$ cat config.mk
export PLATFORM = sky130hd
export DESIGN_NAME = div_unit_seq
export DESIGN_NICKNAME = d
export VERILOG_FILES = /design/src/rtl/div_unit_seq.sv
export SDC_FILE = /design/constraint.sdc
export NUM_CORES = 1
export LEC_CHECK = 0
export BUFFER_PORTS_ARGS = -buffer_cell sky130_fd_sc_hd__buf_4
export CAP_MARGIN = 20
export CORE_ASPECT_RATIO = 1.4
export CORE_UTILIZATION = 35
export CTS_CLUSTER_SIZE = 14
export DETAILED_ROUTE_END_ITERATION = 7
export PLACE_DENSITY = 0.51
export SLEW_MARGIN = 30
export SYNTH_ARGS = -nofsm -noshare
export SYNTH_HDL_FRONTEND = slang
export SYNTH_SLANG_ARGS = --single-unit
$ cat constraint.sdc
create_clock -name clk_i -period 7.11 [get_ports clk_i]
set_input_delay 0.3555 -clock clk_i [delete_from_list [all_inputs] [get_ports clk_i]]
set_output_delay 0.3555 -clock clk_i [all_outputs]
set_load 0.1 [all_outputs]
$ cat src/rtl/div_unit_seq.sv
// Multi-cycle radix-2 restoring divider for RV32M DIV/DIVU/REM/REMU.
// Divides magnitudes one quotient bit per cycle, then applies the sign to the selected result.
module div_unit_seq #(
    parameter int unsigned WIDTH = 32
) (
    input  logic             clk_i,
    input  logic             rst_ni,
    input  logic             start_i,
    input  logic [1:0]       op_i,
    input  logic [WIDTH-1:0] rs1_i,
    input  logic [WIDTH-1:0] rs2_i,
    input  logic             kill_i,
    output logic             busy_o,
    output logic             valid_o,
    output logic [WIDTH-1:0] rd_o
);

    localparam int unsigned CntW = $clog2(WIDTH);
    localparam logic [CntW-1:0] CntLast = CntW'(WIDTH - 1);
    localparam logic [WIDTH-1:0] MinNeg = {1'b1, {(WIDTH - 1){1'b0}}};

    typedef enum logic [1:0] {StIdle, StCalc, StDone} state_e;

    state_e           state_q, state_d;
    logic [CntW-1:0]  cnt_q, cnt_d;
    logic [WIDTH-1:0] rem_q, rem_d;
    logic [WIDTH-1:0] dvd_q, dvd_d;
    logic [WIDTH-1:0] dvs_q, dvs_d;
    logic [WIDTH-1:0] rd_q, rd_d;
    logic             is_rem_q, is_rem_d;
    logic             neg_quo_q, neg_quo_d;
    logic             neg_rem_q, neg_rem_d;

    // Operand decode at start
    logic             in_signed;
    logic             rs1_neg, rs2_neg;
    logic [WIDTH-1:0] rs1_mag, rs2_mag;
    logic             div_zero, sgn_ovf;

    assign in_signed = ~op_i[0];
    assign rs1_neg   = in_signed & rs1_i[WIDTH-1];
    assign rs2_neg   = in_signed & rs2_i[WIDTH-1];
    assign rs1_mag   = rs1_neg ? -rs1_i : rs1_i;
    assign rs2_mag   = rs2_neg ? -rs2_i : rs2_i;
    assign div_zero  = (rs2_i == '0);
    assign sgn_ovf   = in_signed & (rs1_i == MinNeg) & (rs2_i == '1);

    // One restoring step; quotient bits accumulate in dvd as the dividend shifts out
    logic [WIDTH:0]   rem_shift;
    logic             q_bit;
    logic [WIDTH-1:0] rem_sub, rem_next, dvd_next, result;

    assign rem_shift = {rem_q, dvd_q[WIDTH-1]};
    assign q_bit     = (rem_shift >= {1'b0, dvs_q});
    // When q_bit is set the true difference is below 2^WIDTH, so WIDTH bits suffice
    assign rem_sub   = rem_shift[WIDTH-1:0] - dvs_q;
    assign rem_next  = q_bit ? rem_sub : rem_shift[WIDTH-1:0];
    assign dvd_next  = {dvd_q[WIDTH-2:0], q_bit};
    assign result    = is_rem_q ? (neg_rem_q ? -rem_next : rem_next)
                                : (neg_quo_q ? -dvd_next : dvd_next);

    always_comb begin
        state_d   = state_q;
        cnt_d     = cnt_q;
        rem_d     = rem_q;
        dvd_d     = dvd_q;
        dvs_d     = dvs_q;
        rd_d      = rd_q;
        is_rem_d  = is_rem_q;
        neg_quo_d = neg_quo_q;
        neg_rem_d = neg_rem_q;

        unique case (state_q)
            StIdle: begin
                if (start_i) begin
                    is_rem_d  = op_i[1];
                    neg_quo_d = rs1_neg ^ rs2_neg;
                    neg_rem_d = rs1_neg;
                    cnt_d     = '0;
                    rem_d     = '0;
                    dvd_d     = rs1_mag;
                    dvs_d     = rs2_mag;
                    if (div_zero) begin
                        rd_d    = op_i[1] ? rs1_i : '1;
                        state_d = StDone;
                    end else if (sgn_ovf) begin
                        rd_d    = op_i[1] ? '0 : MinNeg;
                        state_d = StDone;
                    end else begin
                        state_d = StCalc;
                    end
                end
            end
            StCalc: begin
                rem_d = rem_next;
                dvd_d = dvd_next;
                cnt_d = cnt_q + 1'b1;
                if (cnt_q == CntLast) begin
                    cnt_d   = '0;
                    rd_d    = result;
                    state_d = StDone;
                end
            end
            StDone: state_d = StIdle;
            default: state_d = StIdle;
        endcase

        // Flush overrides everything, including a same-cycle start
        if (kill_i) begin
            state_d = StIdle;
            cnt_d   = cnt_q;
            rem_d   = rem_q;
            dvd_d   = dvd_q;
            dvs_d   = dvs_q;
            rd_d    = rd_q;
            is_rem_d  = is_rem_q;
            neg_quo_d = neg_quo_q;
            neg_rem_d = neg_rem_q;
        end
    end

    always_ff @(posedge clk_i or negedge rst_ni) begin
        if (!rst_ni) begin
            state_q   <= StIdle;
            cnt_q     <= '0;
            rem_q     <= '0;
            dvd_q     <= '0;
            dvs_q     <= '0;
            rd_q      <= '0;
            is_rem_q  <= 1'b0;
            neg_quo_q <= 1'b0;
            neg_rem_q <= 1'b0;
        end else begin
            state_q   <= state_d;
            cnt_q     <= cnt_d;
            rem_q     <= rem_d;
            dvd_q     <= dvd_d;
            dvs_q     <= dvs_d;
            rd_q      <= rd_d;
            is_rem_q  <= is_rem_d;
            neg_quo_q <= neg_quo_d;
            neg_rem_q <= neg_rem_d;
        end
    end

    assign busy_o  = (state_q != StIdle);
    assign valid_o = (state_q == StDone);
    assign rd_o    = rd_q;

endmodule

Yosys cells after proc, flatten, opt, wreduce, memory -nomap -nowiden. Index checks and enable logic that the tools add are counted.

Memory bits (writable): 0. Bits in read-only memories: 0. Flip-flop bits (word level): 138. Memories kept: 0. Bits in latches: 0. Input port bits: 70. Output and inout port bits: 34.

Div/mod/pow operators: 0. Add/sub/neg operators: 6. Reductions and logical operators: 8. Shift-type cells: 0. Bitwise operators: 7. Order comparisons: 1. $mul: 0. Multiplexer cells: 26. Eq/ne operators: 10.

Operators with widths (count): 2-to-1 mux 32 bit (14); case mux 32 bit (2 select lines) (3); negation 32 bit (4); == test 32 bit (second input constant) (2); >= comparator 33 x 32 -> 1 bit (1); logical NOT 32 bit (1); subtractor 32 bit (1); 2-to-1 mux 2 bit (5); 2-to-1 mux 5 bit (2); case mux 5 bit (2 select lines) (1); inequality test 3 bit (second input constant) (3); AND reduction 3 bit (2); adder 5 x 1 -> 5 bit (second input constant) (1); == test 5 bit (second input constant) (1); AND reduction 5 bit (1); bitwise AND 1 bit (4); inequality test 2 bit (second input constant) (2); case mux 2 bit (2 select lines) (1); nonzero test 2 bit (2); == test 2 x 1 -> 1 bit (second input constant) (1); == test 2 bit (second input constant) (1); logical NOT 2 bit (1); NOT 1 bit (2); AND reduction 2 bit (1); bitwise XOR 1 bit (1).

Longest topological paths before layout. Gate-level depths: netlist of the first run.

Word-level depth: 8. Gate-level depth with buffers: 24. Mapped depth without buffers: 19.

Worst setup path after synthesis of the first run. OpenSTA, ideal clock, no wires.

Kind: register -> register. Start: register rem_q[0]. End: register rd_q[26] (netlist: rd_o[26]). Arrival: 4.970 ns. Setup time: 0.127 ns. Cell stages (with the launch flop): 22. Setup slack: 2.013 ns. Buffers on the path: 4. Data required time: 6.983 ns. Cell sequence: dfrtp_1 -> ha_1 -> nor2b_1 -> o2111a_1 -> o2111a_1 -> or3_1 -> buf_6 -> a21o_2 -> clkbuf_8 -> clkbuf_1 -> clkbuf_1 -> o21ai_0 -> ha_1 -> nand2_1 -> a2111oi_0 -> nand2_1 -> nor4b_2 -> o221ai_1 -> o41ai_2 -> xor2_1 -> a21oi_1 -> o21ai_1.

Longest elaborated chain between the ends: 7. Elaborated cells between the ends (all ways): 10. Classes of those cells: 3 x add/sub; 1 x order compare; 6 x mux.

Ends and longest elaborated chain: start: declaration (RTL line 26) `logic [WIDTH-1:0] rem_q, rem_d;`; start signal: assignment (RTL line 136) `rem_q <= rem_d;`; subtractor 32 bit or >= comparator 33 x 32 -> 1 bit (tied branches) (RTL line 56, 54); 2-to-1 mux 32 bit (RTL line 57) `assign rem_next = q_bit ? rem_sub : rem_shift[WIDTH-1:0];`; negation 32 bit (RTL line 59) `assign result = is_rem_q ? (neg_rem_q ? -rem_next : rem_next)`; 2-to-1 mux 32 bit (RTL line 59); 2-to-1 mux 32 bit (*) (RTL line 59); 2-to-1 mux 32 bit (*) (RTL line 98) `if (cnt_q == CntLast) begin`; case mux 32 bit (2 select lines) (*) (RTL line 73) `unique case (state_q)`; end signal: assignment (RTL line 139) `rd_q <= rd_d;`; end: declaration (RTL line 29) `logic [WIDTH-1:0] rd_q, rd_d;`.

Every way passes the cells marked *; elsewhere a longest branch is shown, timed or not. The select of a mux whose other input is x is not followed. A chain may end at the register's enable or synchronous reset.

Final worst setup path of the first run.
Start: register rem_q[2]. End: register rd_q[24] (netlist: rd_o[24]).

The elaborated chain is that of the path after synthesis.

==> results list, run 1 <==
- In this run switching power makes up 40.5% of total power.
* Met1 track utilization from global routing: 28.6%
- After synthesis, the netlist uses 93 different library cells.
- Busiest metal layer after global routing: met2
- For this run, asynchronously set or reset flops after synthesis account for 100%.
- Counting buffers and inverters, the worst setup path is 18 cells deep.
- The pre-antenna-repair detailed-routing pass consisted of 5 iterations.
- Cell internal power was estimated by the tool at 1.72 mW.
- Flop pwr share: about a third
* TritonCTS Buffers: 17
- Arrival time of the worst setup path: 5.90 ns
* Startpoint of the tightest hold check path: op_i[0]
* Initial Utilization: 35.8%
* Largest cells by area after synthesis: sky130_fd_sc_hd__dfrtp_1 (30%), sky130_fd_sc_hd__o21ai_0 (6.4%), sky130_fd_sc_hd__a21oi_1 (6.3%)
- From bottom edge to top edge, the die measures roughly 220 um.
- The worst register-to-register path ends at rd_o[24]$_DFFE_PN0P_.
* Endpoint of the worst hold path: neg_quo_q$_DFFE_PN0P_
* Leakage Power: 5.74 nW
- Combinational group share of total power: about 36%
* Insertion delay of the later-clocked pin in the worst-skew pair: 0.46 ns
- The initial antenna violation count is 0.
- Top post-synthesis cells by count: sky130_fd_sc_hd__nand2_1 (179), sky130_fd_sc_hd__o21ai_0 (150), sky130_fd_sc_hd__a21oi_1 (146)
- Row generation in the floorplan step produced 78 rows.
- For this run, the post-layout net count is 1654.
- Largest net degree at the start of global routing: 108
- Proportion of netlist area held by the largest area contributor: 29.6%
* Wire per inst: around 19 um
* Final Max Tran Viols: 0
* Fmax achieved: approximately 0.18 GHz
- The Yosys step of the flow raised 0 warnings.
* Cell Chain, Critical Path: ha_1, a21oi_2, o21bai_1, o2111a_1, or3_1, a21o_2, inv_1, mux2i_1, ha_1, nand2_1, a2111oi_0, nand2_1, nor4b_2, o221ai_1, o41ai_1, xnor2_1, nor2_1, o21ai_0
- Most common flop cell mapped by yosys: sky130_fd_sc_hd__dfrtp_1
- The completed layout was analyzed and its total power is 2.89 mW.
* Post-synthesis sequential element count: 138
* Reported max-cap violation count: 0
- Post-synth top area cell: sky130_fd_sc_hd__dfrtp_1
- The largest single stage delay on the critical path is ~0.53 ns.
- Cell Area, Synth: 11700 um^2
- Area of the die: ~34000 um^2
* Met2 GRT Util: a little under two fifths
- Worst Max-Slew Pin Slew: 0.846 ns
- Setup crit start kind: flop
- Once detail routing completed, the nets flagged for antenna violations numbered 0.
- Number of cells on the worst hold path: 2
- Number of setup violations in the final report: 0
* Remaining Overflow, GRT: 0
- The number of buffers and inverters on the critical path is 1.
- The final layout contains routed wiring with a total length of 37400 um.
- Gpl congestion: just under 0.9
- Net count of the mapped netlist: 1599
* Global-route track usage on met3: 2.86%
- Width of the die: 156 um
- Dividing the synthesized area by the synthesized cell count gives 7.83 um^2.
- Data required, critical path: 7.49 ns
- Master of the slowest instance on the critical path: sky130_fd_sc_hd__or3_1
- Counting flops with a built-in enable in the synthesized netlist gives 0.
- Across all hold checks on the routed design, the worst slack comes to 0.173 ns.
- Cell family with most CP delay: compound AO/OA/AOI/OAI gates
- Reg clk slew, reported paths: 0.07 ns
* Result of the run: finished, final reports clean
- Final HPWL from detailed placement: roughly 28000 um
- Setup total negative slack on the finished layout was measured at 0 ns.
- VDD sags by at most 0.164 mV.
- Vias in the first global route: roughly 11k
- The final route contains between 10k and 15k vias.
- Of all nets on the critical path, the largest fanout is 9.
- In this run, the clock network consumes 29.4% of the power.
* Number of cells in the finished layout apart from fillers: 1997
- Clock skew: ~0.015 ns
* Clock tree from TritonCTS: built
* IO Pins: 104
- Summing the sequential cell areas from Yosys gives 29.6% of the chip area.
- For this block, the initial DRC count from the detailed router was about 580.
- Summing all placed instances gives a cell area of 12700 um^2.
- The worst setup path is of the flop to flop kind.
* Cells after Synth: 1489
- CTS built an H-tree with a depth of 4.
- Share of final-layout standard cells stronger than drive strength 1: 12.9%
- The final critical path takes up 77.7% of the cycle.
- Core Footprint: roughly 33000 um^2
- The worst register-to-register path has a setup slack of between 1.5 and 2 ns.
* Area of all placed cells without fillers: approximately 13000 um^2
* Switching Power: 1.17 mW
* Bufs on Longest Clock Path: 2
- STA classifies the critical path endpoint as a flop.
- Port buffering added 103 buffers.
* GRT Overall Usage: 22.5%
- Global-route wire length before repair: 59400 um
- Min Clock Period, post-route: ~5.5 ns
- By instance count, the leading cell after synthesis is sky130_fd_sc_hd__nand2_1.
* Number of cells after detailed placement: 1962
- In this run the critical register-to-register path is launched from rem_q[2]$_DFFE_PN0P_.
- Count of unresolved DRC violations after routing: 0
* Number of failing hold endpoints at the final stage: 0
- Measured in cells, the most critical reg-to-reg path has a length of 18.
- Clock tree synthesis found a total of about 140 sinks.
* Setup bufs post-CTS: 0
- Number of diodes added for antenna fixing: 0
- The worst pin sits at a relative slew slack of 43.1%.
* PD cells: 217 nW/um^2
- Worst hold path class: primary input to flop
- The tree is rooted in a sky130_fd_sc_hd__clkbuf_16.
- Via density: 5.52
- Layout-stage area growth over the synthesis result: 14.4%
- Setup repair after global routing left no endpoint under its margin.
==> per-stage QoR <==
stage                     utilization, %  setup slack [ns]
after CTS                           40.7              1.59
after floorplan                        -              2.01
after global routing                40.9              1.10
after detailed placement            39.0              1.60
final                               40.9              1.59
after global placement              39.0              1.75
==> worst max path at each step <==
stage          slack, ns                 start              endpoint
2_1_floorplan       2.01  rem_q[0]$_DFFE_PN0P_  rd_o[26]$_DFFE_PN0P_
3_3_place_gp        1.75  rem_q[2]$_DFFE_PN0P_  rd_o[24]$_DFFE_PN0P_
3_5_place_dp        1.60  rem_q[2]$_DFFE_PN0P_  rd_o[24]$_DFFE_PN0P_
4_1_cts             1.59  rem_q[2]$_DFFE_PN0P_  rd_o[24]$_DFFE_PN0P_
5_1_grt             1.10  rem_q[2]$_DFFE_PN0P_  rd_o[24]$_DFFE_PN0P_
6_report            1.59  rem_q[2]$_DFFE_PN0P_  rd_o[24]$_DFFE_PN0P_
==> power by group through the flow <==
stage | clock network (mW) | registers, mW | logic [mW]
3_5_place_dp | 0 | 1.01 | 1.04
3_3_place_gp | 0 | 1.00 | 1.03
2_1_floorplan | 0 | 1.04 | 0.707
5_1_grt | 0.902 | 1.01 | 1.16
4_1_cts | 0.869 | 0.996 | 1.04
6_report | 0.849 | 0.995 | 1.05
==> placed cells by master, fill, tap and decap left out, drive strengths merged, types with 10 or more instances in the layout <==
master  synthesis  layout
o31ai          23      23
dfrtp         138     138
xnor2          65      65
nand2b         12      12
and2           14      14
o21ai         153     153
o221ai         18      18
o41ai          11      11
a22o           10      10
or4            15      15
ha             39      39
and3           15      15
mux2i          31      31
nor2          136     136
nand2         179     179
a21oi         148     148
nand4          17      17
inv            52      57
a21o           23      23
nand3          18      18
or3            23      23
buf            19     120
xor2           62      62
nor3           34      34
clkbuf         66      18
a211oi         18      18
nor4           20      20
==> kinds of logic (layout without fill, tap and decap cells) <==
family	after synthesis	after routing	synth area share [%]
muxes	36	36	3.14
DFF	138	138	29.6
adders and majority gates	40	40	4.36
AOI/OAI and AO/OA	481	481	26.0
buffers and inverters	139	207	5.27
xor gates and xnor gates	127	127	9.54
and+or+nand+nor	528	528	22.0
==> flip-flops by register name, summed over array words and instances (netlist names) <==
signal and cells:
is_rem_q 1, neg_rem_q 1, cnt_q 5, neg_quo_q 1
state_q 2, rem_q 32, dvd_q 32, rd_o 32
dvs_q 32
==> metal layers <==
layer  vias to the layer above  routed length (um)
li1                       5515                   -
met1                      5194               16600
met2                       263               18200
met3                        52                1470
met4                         0                1130
met5                         -                   0
==> cell type report <==
class	instances	area [um^2]
sequential	138	3450
clock inverter	14	116
fill	3435	19300
timing repair buffer	121	958
clock buffer	18	429
tap	440	551
multi-input combinational	1212	7630
inverter	54	203
==> timing repair <==
action                    4_1_cts  5_1_grt
hold endpoints to repair       77        0
hold buffers                    1        0
gates resized for setup         0        0
Note: power is estimated with default switching activity, not from simulation.
==> run 2: changes to the inputs <==
==> constraint.sdc (replaced) <==
create_clock -name clk_i -period 5.3 [get_ports clk_i]
set_input_delay 0.265 -clock clk_i [delete_from_list [all_inputs] [get_ports clk_i]]
set_output_delay 0.265 -clock clk_i [all_outputs]
set_load 0.1 [all_outputs]
==> run 2 against run 1 <==
Effect of this change:
- sequential cell count is the same
- highest routed layer unchanged
- power increased by 38%
- register-to-register slack worse by 1.2 ns
- critical path type unchanged
==> results list, run 2 (synthesis results as in run 1) <==
- The run finished with clean final reports.
- The slowest stage of the critical path is the sky130_fd_sc_hd__dfrtp_1 cell.
* Reported max-cap violation count: 0 (unchanged)
- The final sum of negative setup slack came to 0 ns (unchanged).
- Worst hold path class: primary input to flop
- Count of unresolved DRC violations after routing: 0 (unchanged)
* Register-to-register setup slack: 0.35 ns (-1.23 ns)
- The area growth from synthesis to layout is 15.7%.
- Leaving out fill and tap cells, the most frequent cell in the layout is sky130_fd_sc_hd__nand2_1.
- Buffers and inverters on the worst path: 1 (unchanged)
* Port Buffer Count: 103 (unchanged)
- The die extent in y came to 218 um (unchanged).
- The count of pins on the block boundary came to 104 (unchanged).
- Number of setup violations in the final report: 0 (unchanged)
- The top achievable clock speed was 0.202 GHz (+12%).
* Total routed wirelength: 38000 um (+1.7%)
- Worst Max-Slew Pin Slew: 0.905 ns (+0.0584 ns)
- The normalized max-slew margin came to 39.1% (-3.9 points).
- The final standard cell utilization of the core is 41.4% (+0.47 points).
- DR vias: 11.2k (+1.3%)
- Final HPWL from detailed placement: 28800 um (+2.5%)
- FILL cells: 3398 (-1.1%)
- Vias in the first global route: 10.9k (+1.7%)
* Cell Chain, Critical Path: ha_1, and3_2, and2_2, o2111a_1, or3_1, a21o_2, inv_1, mux2i_1, ha_1, nand2_1, a2111oi_0, nand2_1, nor4b_4, o221ai_2, o41ai_2, xor2_1, a21oi_1, o21ai_1
- The final worst clock skew was 0.00896 ns (-0.00555 ns).
* Data required, critical path: 5.69 ns (-1.80 ns)
- The total power per unit cell area is 295 nW/um^2 (+36%).
- The cell leakage power was 5.85 nW (+1.9%).
- The maximum clock insertion buffer count was 2 (unchanged).
* GRT Overall Usage: 22.9% (+0.40 points)
- Highest-count cells in the layout ignoring fill and taps: sky130_fd_sc_hd__nand2_1 (179), sky130_fd_sc_hd__o21ai_0 (150), sky130_fd_sc_hd__a21oi_1 (145), sky130_fd_sc_hd__dfrtp_1 (138), sky130_fd_sc_hd__buf_4 (137)
- The number of antenna cells inserted came to 0 (unchanged).
- Number of antenna violations at the first check in global routing: 0 (unchanged)
- The final standard cell count with taps included and fillers excluded came to 2015 (+0.90%).
- The starting utilization of the core area was 35.8% (unchanged).
* CTS sink count: 138 (unchanged)
- TritonCTS built the clock tree.
* Number of cells after detailed placement: 1982 (+1.0%)
- RSZ-0062 raised after global routing: false
- The final critical-path share of the clock period came to 93.3% (+16 points).
- The minimum clock period was 4.95 ns (-0.578 ns).
- Via density: 5.54 (+0.37%)
* Number of placement rows: 78 (unchanged)
- The core area came to 32600 um^2 (unchanged).
- The arrival time reported for the critical path endpoint came to 5.33 ns (-0.57 ns).
- Max VDD drop: 0.241 mV (+47%)
* Reg clk slew, reported paths: 0.07 ns (about the same)
- Multi-input logic area: 7660 um^2 (+0.38%)
- The delay of the slowest cell on the worst path is 0.44 ns (-0.09 ns).
* Number of routed nets with antenna violations: 0 (unchanged)
- Global-route wire length before repair: 60100 um (+1.1%)
* First-pass DRT Iterations: 5 (unchanged)
- STA classifies the critical path startpoint as a flop.
- The share of post-route cells with drive strength above 1 was 14.1% (+1.2 points).
- TritonCTS Buffers: 17 (unchanged)
- The largest net degree at the start of global routing is 91 (-16%).
- Area of the die: 34100 um^2 (unchanged)
- Width of the die: 156 um (unchanged)
* Final Net Count: 1672 (+1.1%)
* CTS Root Buffer Type: sky130_fd_sc_hd__clkbuf_16
* Remaining Overflow, GRT: 0 (unchanged)
* Number of failing hold endpoints at the final stage: 0 (unchanged)
- The clock latency reported for the late side of the worst-skew pair came to 0.46 ns (about the same).
* Wire per inst: 18.9 um (+0.77%)
- The register area is 3450 um^2 (about the same).
* Gpl congestion: 0.934 (+7.1%)
- Final Max Tran Viols: 0 (unchanged)
* Critical Path Sink Type: flop
- DR iter-0 viols: 622 (+8.2%)
- The setup path with the least slack is of type flop to flop.
- Cell family with most CP delay: compound AO/OA/AOI/OAI gates
- CTS H-tree lvls: 4 (unchanged)
* Maximum fanout encountered on the critical timing path: 10 (+1)
run 2: changes by cell type in the layout (fill, tap and decap cells not counted), moves of 2 or more:
cell                       before  now
sky130_fd_sc_hd__buf_16         2    0
sky130_fd_sc_hd__buf_4        116  137
sky130_fd_sc_hd__clkbuf_8       0    2
sky130_fd_sc_hd__buf_6          2    0
sky130_fd_sc_hd__clkinv_4       4    2
run 2: path summary, 6_finish.rpt:
check                                        end  cells past startpoint                 start
hold reg to reg              rd_o[2]$_DFFE_PN0P_                      2   rd_o[2]$_DFFE_PN0P_
setup reg to reg            rd_o[26]$_DFFE_PN0P_                     18  rem_q[7]$_DFFE_PN0P_
hold / removal              is_rem_q$_DFFE_PN0P_                      3               op_i[1]
min in group asynchronous  dvs_q[31]$_DFFE_PN0P_                      2                rst_ni
setup / recovery            rd_o[26]$_DFFE_PN0P_                     18  rem_q[7]$_DFFE_PN0P_
max in group asynchronous    rd_o[7]$_DFFE_PN0P_                      3                rst_ni
run 2: per-layer routing:
metal  GRT usage, %  vias up  share of wire, %
li1               -     5552                 -
met1           29.0     5290                45
met2           39.2      270                49
met3           2.98       53               3.5
met4           9.15        0               2.6
met5              0        -                 0
run 2: final cells by class:
class                           count  share of cell area (%)
Timing Repair Buffer              139                    7.80
Multi-Input combinational cell   1212                    56.8
Clock buffer                       18                    3.25
Sequential cell                   138                    25.6
Inverter                           54                    1.50
Clock inverter                     14                    1.02
Tap cell                          440                    4.08
run 2: stage by stage:
stage	area, um^2	setup WS (ns)	hold WS (ns)	total power [mW]
final	13500	0.355	0.0731	3.98
after global routing	13500	0.00488	0.0764	4.24
after CTS	13500	0.180	0.0582	4.01
after detailed placement	12900	0.198	0.423	2.78
after global placement	12900	0.343	0.416	2.76
after floorplan	11700	0.203	-0.0306	2.34
run 2: repair_timing:
action	4_1_cts	5_1_grt
gates resized for setup	0	3
endpoints found under the hold margin	89	0
hold buffers	1	0
buffers inserted	0	0
setup endpoints to repair	0	6
run 2: tightest hold or removal path, delay by kind of cell:
kind | cells | cell delay (ns)
simple gates | 1 | 0.05
compound gates | 1 | 0.06
buf+inv | 1 | 0.13
run 2: power by group:
group	leakage, nW	switching [mW]	internal (mW)
logic	3.80	0.919	0.528
clock network	0.267	0.547	0.666
registers	1.78	0.135	1.19
total	5.85	1.60	2.38
